===== src/rtl/fibonacci_engine_if.sv =====
// Handshake/result bundle for the Fibonacci engine.
//   start, n_in          : request side (master drives)
//   busy, done           : status (engine drives)
//   fib_out, fib_next    : F(n), F(n+1) modulo 2^OUT_W
//   overflow             : exact F(n) does not fit in OUT_W bits
interface fibonacci_engine_if #(
  parameter int IN_W  = 10,
  parameter int OUT_W = 16
);
  logic             start;
  logic [IN_W-1:0]  n_in;
  logic             busy;
  logic             done;
  logic [OUT_W-1:0] fib_out;
  logic [OUT_W-1:0] fib_next;
  logic             overflow;

  modport master (
    output start, n_in,
    input  busy, done, fib_out, fib_next, overflow
  );

  modport slave (
    input  start, n_in,
    output busy, done, fib_out, fib_next, overflow
  );
endinterface


===== src/rtl/fibonacci_engine.sv =====
// Fast-doubling Fibonacci engine: returns F(n) and F(n+1) modulo 2^OUT_W
// for an IN_W-bit index, with a fixed latency of 2*IN_W+1 cycles from the
// accepting edge to done, independent of n.
// Ports:
//   clk  : rising-edge clock
//   rst  : asynchronous reset, active-low
//   bus  : fibonacci_engine_if.slave (start/n_in in; busy/done/results out)
//
// state   | meaning
// --------+---------------------------------------------------------------
// IDLE    | waiting for start; done cleared
// DOUBLE  | d = a*(2b-a), e = a*a + b*b  (F(2m), F(2m+1))
// ADVANCE | fold in bit n_reg[idx]; step idx or finish
// FINISH  | publish a/b, set overflow, pulse done, drop busy
module fibonacci_engine #(
  parameter int IN_W     = 10,
  parameter int OUT_W    = 16,
  parameter int FIB_NMAX = 24
) (
  input logic            clk,
  input logic            rst,
  fibonacci_engine_if.slave bus
);

  localparam int IDX_W = (IN_W > 1) ? $clog2(IN_W) : 1;

  typedef enum logic [1:0] {IDLE, DOUBLE, ADVANCE, FINISH} state_t;

  state_t           state;
  logic [IN_W-1:0]  n_reg;
  logic [IDX_W-1:0] idx;
  logic [OUT_W-1:0] a, b, d, e;

  always_ff @(posedge clk or negedge rst) begin
    if (!rst) begin
      state        <= IDLE;
      n_reg        <= '0;
      idx          <= IDX_W'(IN_W - 1);
      a            <= '0;
      b            <= OUT_W'(1);
      d            <= '0;
      e            <= '0;
      bus.busy     <= 1'b0;
      bus.done     <= 1'b0;
      bus.fib_out  <= '0;
      bus.fib_next <= '0;
      bus.overflow <= 1'b0;
    end else begin
      case (state)
        IDLE: begin
          bus.done <= 1'b0;
          if (bus.start) begin
            n_reg    <= bus.n_in;
            a        <= '0;
            b        <= OUT_W'(1);
            idx      <= IDX_W'(IN_W - 1);
            bus.busy <= 1'b1;
            state    <= DOUBLE;
          end
        end
        DOUBLE: begin
          // All terms stay OUT_W wide, so the subtraction wraps naturally.
          d     <= a * ((b << 1) - a);
          e     <= (a * a) + (b * b);
          state <= ADVANCE;
        end
        ADVANCE: begin
          if (n_reg[idx]) begin
            a <= e;
            b <= d + e;
          end else begin
            a <= d;
            b <= e;
          end
          if (idx == '0) begin
            state <= FINISH;
          end else begin
            idx   <= idx - 1'b1;
            state <= DOUBLE;
          end
        end
        FINISH: begin
          bus.fib_out  <= a;
          bus.fib_next <= b;
          bus.overflow <= (int'(n_reg) > FIB_NMAX);
          bus.done     <= 1'b1;
          bus.busy     <= 1'b0;
          state        <= IDLE;
        end
        default: state <= IDLE;
      endcase
    end
  end

endmodule


===== src/flat_wrapper.sv =====
// flat-port wrapper written by rule: the top's interface ports become plain ports
module fibonacci_engine_flat 
#(
  parameter int IN_W     = 10,
  parameter int OUT_W    = 16,
  parameter int FIB_NMAX = 24
)
  (clk, rst, bus_start, bus_n_in, bus_busy, bus_done, bus_fib_out, bus_fib_next, bus_overflow);
  fibonacci_engine_if #(.IN_W(IN_W), .OUT_W(OUT_W)) bus_i ();
  input logic clk;
  input logic rst;
  input wire logic [$bits(bus_i.start)-1:0] bus_start;
  input wire logic [$bits(bus_i.n_in)-1:0] bus_n_in;
  output wire logic [$bits(bus_i.busy)-1:0] bus_busy;
  output wire logic [$bits(bus_i.done)-1:0] bus_done;
  output wire logic [$bits(bus_i.fib_out)-1:0] bus_fib_out;
  output wire logic [$bits(bus_i.fib_next)-1:0] bus_fib_next;
  output wire logic [$bits(bus_i.overflow)-1:0] bus_overflow;
  assign bus_i.start = bus_start;
  assign bus_i.n_in = bus_n_in;
  assign bus_busy = bus_i.busy;
  assign bus_done = bus_i.done;
  assign bus_fib_out = bus_i.fib_out;
  assign bus_fib_next = bus_i.fib_next;
  assign bus_overflow = bus_i.overflow;
  fibonacci_engine #(.IN_W(IN_W), .OUT_W(OUT_W), .FIB_NMAX(FIB_NMAX)) u_core (.clk(clk), .rst(rst), .bus(bus_i));
endmodule

===== config.mk =====
export PLATFORM = sky130hd
export DESIGN_NAME = fibonacci_engine_flat
export DESIGN_NICKNAME = d
export VERILOG_FILES = /design/src/rtl/fibonacci_engine_if.sv /design/src/rtl/fibonacci_engine.sv /design/src/flat_wrapper.sv
export SDC_FILE = /design/constraint.sdc
export NUM_CORES = 1
export LEC_CHECK = 0
export CAP_MARGIN = 40
export CORE_UTILIZATION = 60
export CTS_CLUSTER_DIAMETER = 80
export CTS_CLUSTER_SIZE = 16
export DETAILED_ROUTE_END_ITERATION = 10
export PLACE_DENSITY = 0.78
export SETUP_SLACK_MARGIN = 0.4
export SYNTH_ARGS = -nofsm -noshare
export SYNTH_HDL_FRONTEND = slang
export SYNTH_SLANG_ARGS = --single-unit

===== constraint.sdc =====
create_clock -name clk -period 8.3 [get_ports clk]
set_clock_uncertainty 0.2 [all_clocks]
set_input_delay 1.66 -clock clk [delete_from_list [all_inputs] [get_ports clk]]
set_output_delay 1.66 -clock clk [all_outputs]
set_load 0.005 [all_outputs]

==> results of run 1 <==
-- metrics by stage --
stage / hold slack [ns] / util, %
after floorplan: 0.2444 / -
after global placement: 0.2917 / 65.43
after detailed placement: 0.2982 / 65.72
after CTS: 0.3110 / 68.54
after global routing: 0.3207 / 69.02
final: 0.3040 / 69.02
-- metal layers --
layer / up-vias / GRT usage [%] / routed length (um)
met5: - / 0 / 0
met4: 0 / 10.87 / 1542
met3: 86 / 7.272 / 3415
met2: 431 / 50.44 / 19170
met1: 5825 / 40.86 / 16440
li1: 5331 / - / -
-- kinds of logic after synthesis --
logic type	Yosys count	synth area share (%)
AO/OA/AOI/OAI	158	6.099
XOR/XNOR	98	5.637
adder cells (fa/ha/maj)	413	42.90
buffers and inverters	407	9.411
flip-flops	115	17.74
multiplexers	103	7.023
AND/OR/NAND/NOR	389	11.20
-- cell usage in the layout, fill, tap and decap left out, types with 11 or more instances in the layout --
| master | netlist | routed |
|---|---|---|
| sky130_fd_sc_hd__a21o_1 | 11 | 11 |
| sky130_fd_sc_hd__a21oi_1 | 39 | 39 |
| sky130_fd_sc_hd__and2_1 | 82 | 82 |
| sky130_fd_sc_hd__buf_4 | 0 | 41 |
| sky130_fd_sc_hd__clkbuf_16 | 0 | 17 |
| sky130_fd_sc_hd__clkdlybuf4s50_1 | 0 | 46 |
| sky130_fd_sc_hd__dfrtp_1 | 112 | 112 |
| sky130_fd_sc_hd__fa_1 | 240 | 238 |
| sky130_fd_sc_hd__ha_1 | 173 | 172 |
| sky130_fd_sc_hd__inv_1 | 351 | 350 |
| sky130_fd_sc_hd__mux2_2 | 68 | 68 |
| sky130_fd_sc_hd__mux2i_1 | 33 | 32 |
| sky130_fd_sc_hd__nand2_1 | 170 | 170 |
| sky130_fd_sc_hd__nor2_1 | 72 | 71 |
| sky130_fd_sc_hd__nor2b_1 | 14 | 13 |
| sky130_fd_sc_hd__nor3_1 | 14 | 14 |
| sky130_fd_sc_hd__o21ai_0 | 55 | 54 |
| sky130_fd_sc_hd__o21bai_1 | 11 | 11 |
| sky130_fd_sc_hd__xnor2_1 | 75 | 70 |
| sky130_fd_sc_hd__xor2_1 | 18 | 15 |
-- final cells by class --
class / count / area, sq um
clock buffers: 19 / 452.9
clock inverters: 13 / 197.7
fillers: 1997 / 8142
inverters: 352 / 1321
multi-input cells: 1162 / 12020
flip-flops and latches: 115 / 2882
well taps: 335 / 419.2
repair buffers: 90 / 843.3
-- path summary, 6_finish.rpt --
check	from	end	slack [ns]	depth (start not counted)
setup reg to reg	u_core.b[1]	u_core.d[15]	0.63	27
min in group asynchronous	rst	u_core.bus.overflow	1.04	1
hold / removal	u_core.bus.fib_out[4]	u_core.bus.fib_out[4]	0.30	1
hold reg to reg	u_core.bus.fib_out[4]	u_core.bus.fib_out[4]	0.30	1
max in group asynchronous	rst	u_core.bus.fib_out[4]	5.91	3
setup / recovery	u_core.b[1]	u_core.d[15]	0.63	27
-- worst reg2reg max path, cell delays in order (launching register included) --
cell and delay [ns]:
sky130_fd_sc_hd__dfrtp_1 0.38, sky130_fd_sc_hd__ha_1 0.35, sky130_fd_sc_hd__nor2b_2 0.18, sky130_fd_sc_hd__o31a_1 0.33, sky130_fd_sc_hd__o21ai_1 0.40, sky130_fd_sc_hd__a21boi_2 0.17, sky130_fd_sc_hd__and2_1 0.21, sky130_fd_sc_hd__fa_1 0.49
sky130_fd_sc_hd__inv_1 0.06, sky130_fd_sc_hd__fa_1 0.47, sky130_fd_sc_hd__inv_1 0.05, sky130_fd_sc_hd__fa_1 0.49, sky130_fd_sc_hd__inv_1 0.05, sky130_fd_sc_hd__fa_1 0.54, sky130_fd_sc_hd__inv_1 0.05, sky130_fd_sc_hd__fa_1 0.48
sky130_fd_sc_hd__inv_1 0.05, sky130_fd_sc_hd__fa_1 0.47, sky130_fd_sc_hd__inv_1 0.07, sky130_fd_sc_hd__ha_1 0.33, sky130_fd_sc_hd__and4_1 0.22, sky130_fd_sc_hd__a2111oi_4 0.37, sky130_fd_sc_hd__a21oi_1 0.16, sky130_fd_sc_hd__xor2_2 0.28
sky130_fd_sc_hd__xor2_1 0.20, sky130_fd_sc_hd__mux2i_1 0.11, sky130_fd_sc_hd__and3_4 0.19, sky130_fd_sc_hd__a211oi_2 0.21
-- what timing repair did --
action,CTS,global route
setup buffers,4,4
gates resized for setup,8,16
setup endpoints to repair,1,1
gates cloned,0,1
pin swaps,4,13
==> reports/results.txt, run 1 <==
Post-synth EDFFs = 0
Number of global-route vias before repair = 12554
Post-place setup slack = 0.1729 ns
Crit Path Category = register to register
Routability congestion estimate from global placement = 0.9265
CTS clock-pin slew for the worst setup and hold paths = 0.06 ns
Number of pins with negative max-slew slack in the final report = 0
Pin slew with the least headroom to its limit = 0.5979 ns
Number of DRC markers in iteration 0 = 755
Synth cell count leaders = sky130_fd_sc_hd__inv_1 (351), sky130_fd_sc_hd__fa_1 (240), sky130_fd_sc_hd__ha_1 (173)
Area share of the largest cell type after synthesis = 29.57%
Cell count after synthesis = 1683
Total routing resource utilization after global routing = 31.03%
Hold violation total from the final report = 0
Final period demand of the worst path = 7.669 ns
Area of the mapped netlist = 16250 sq um
Pin count of the biggest net entering global routing = 67
Global-route wire length before repair = 66430 um
Most used flip-flop cell after synthesis = sky130_fd_sc_hd__dfrtp_1
Nature of the critical path startpoint = register
Count of antenna diodes in the layout = 0
Cell with the largest stage delay on the worst path = sky130_fd_sc_hd__fa_1
Crit path max fanout = 5
Remaining design rule violation count = 0
Worst Path Arrival = 7.79 ns
Worst slew margin relative to its limit = 59.11%
Min-delay worst type = register to register
Tcrit/Tclk final = 92.40%
Y dimension of the die = 166.6 um
Ratio of cells with drive above 1 in the final layout = 10.45%
Slowest stage delay, CP = 0.54 ns
Cell types occupying the most area after synthesis = sky130_fd_sc_hd__fa_1 (30%), sky130_fd_sc_hd__dfrtp_1 (17%), sky130_fd_sc_hd__ha_1 (13%)
Maximum root-to-sink buffer count = 2
Mapped Avg Cell Area = 9.653 sq um
Post-detailed-routing wire length = 40560 um
Die footprint = 27740 sq um
Clock sinks = 115
Peak Freq = 0.1304 GHz
Required @ worst endpoint = 8.42 ns
Number of storage elements in the synthesis netlist = 115
Initial antenna violation count = 1
Hold-fix buffers, CTS = 0
Final count of negative-setup-slack endpoints = 0
Post-route design area = 18140 sq um
Area of the placeable core = 26280 sq um
Total gr overflow = 0
HPWL Detailed = 31520 um
Effective utilization at floorplan = 61.82%
Outcome = finished clean
Most common cell in the synthesized netlist = sky130_fd_sc_hd__inv_1
Die Width = 166.6 um
Nets = 2164
Number of buffers added on ports = 47
Sum of buffers and inverters on the critical path = 6
Cell variety after synth = 62
Number of warnings issued by yosys = 0
Sequential share of the synthesized area = 17.74%
Maximum capacitance violations = 0
Post-detailed-route count of antenna-violating nets = 0
Placed instance count = 2045
Number of placement rows = 59
CP top delay family = adder cells
Unrepaired setup endpoints after global routing = yes
Library cell occupying the most area in the post-synthesis netlist = sky130_fd_sc_hd__fa_1
Non-filler cells in the finished layout = 2086
Post-synthesis net count = 2109
Max H-tree Level = 4
Worst setup margin = 0.6307 ns
Via count of the routed design = 11673
Area added between synthesis and finish = 11.64%
Clock Tree Root = sky130_fd_sc_hd__clkbuf_16
Share of flip-flops with an asynchronous set or reset after synthesis = 100.0%
Number of primary I/O pins = 48
CTS tree = built
Vias per std cell = 5.596
Fin Setup TNS = 0 ns
Final routed wire length divided by cell count = 19.44 um
Type of element capturing the critical path = register
Insertion delay of the later-clocked pin in the worst-skew pair = 0.41 ns
First-pass detailed-route iteration total = 6
Post-placement cell area = 17270 sq um
CTS Buf Count = 17
Power of run 1 is not shown: default switching activity piles up to over one toggle a cycle in this logic, so the estimate is an artifact.
==> run 2, diff against run 1 <==
--- a/config.mk
+++ b/config.mk
@@ -15,3 +15,4 @@
 export SYNTH_ARGS = -nofsm -noshare
 export SYNTH_HDL_FRONTEND = slang
 export SYNTH_SLANG_ARGS = --single-unit
+export TNS_END_PERCENT = 100
==> results of run 2 <==
Same layout as run 1: the final DEF is identical, and so are final timing and power.
Power of run 2 is left out for the same reason.
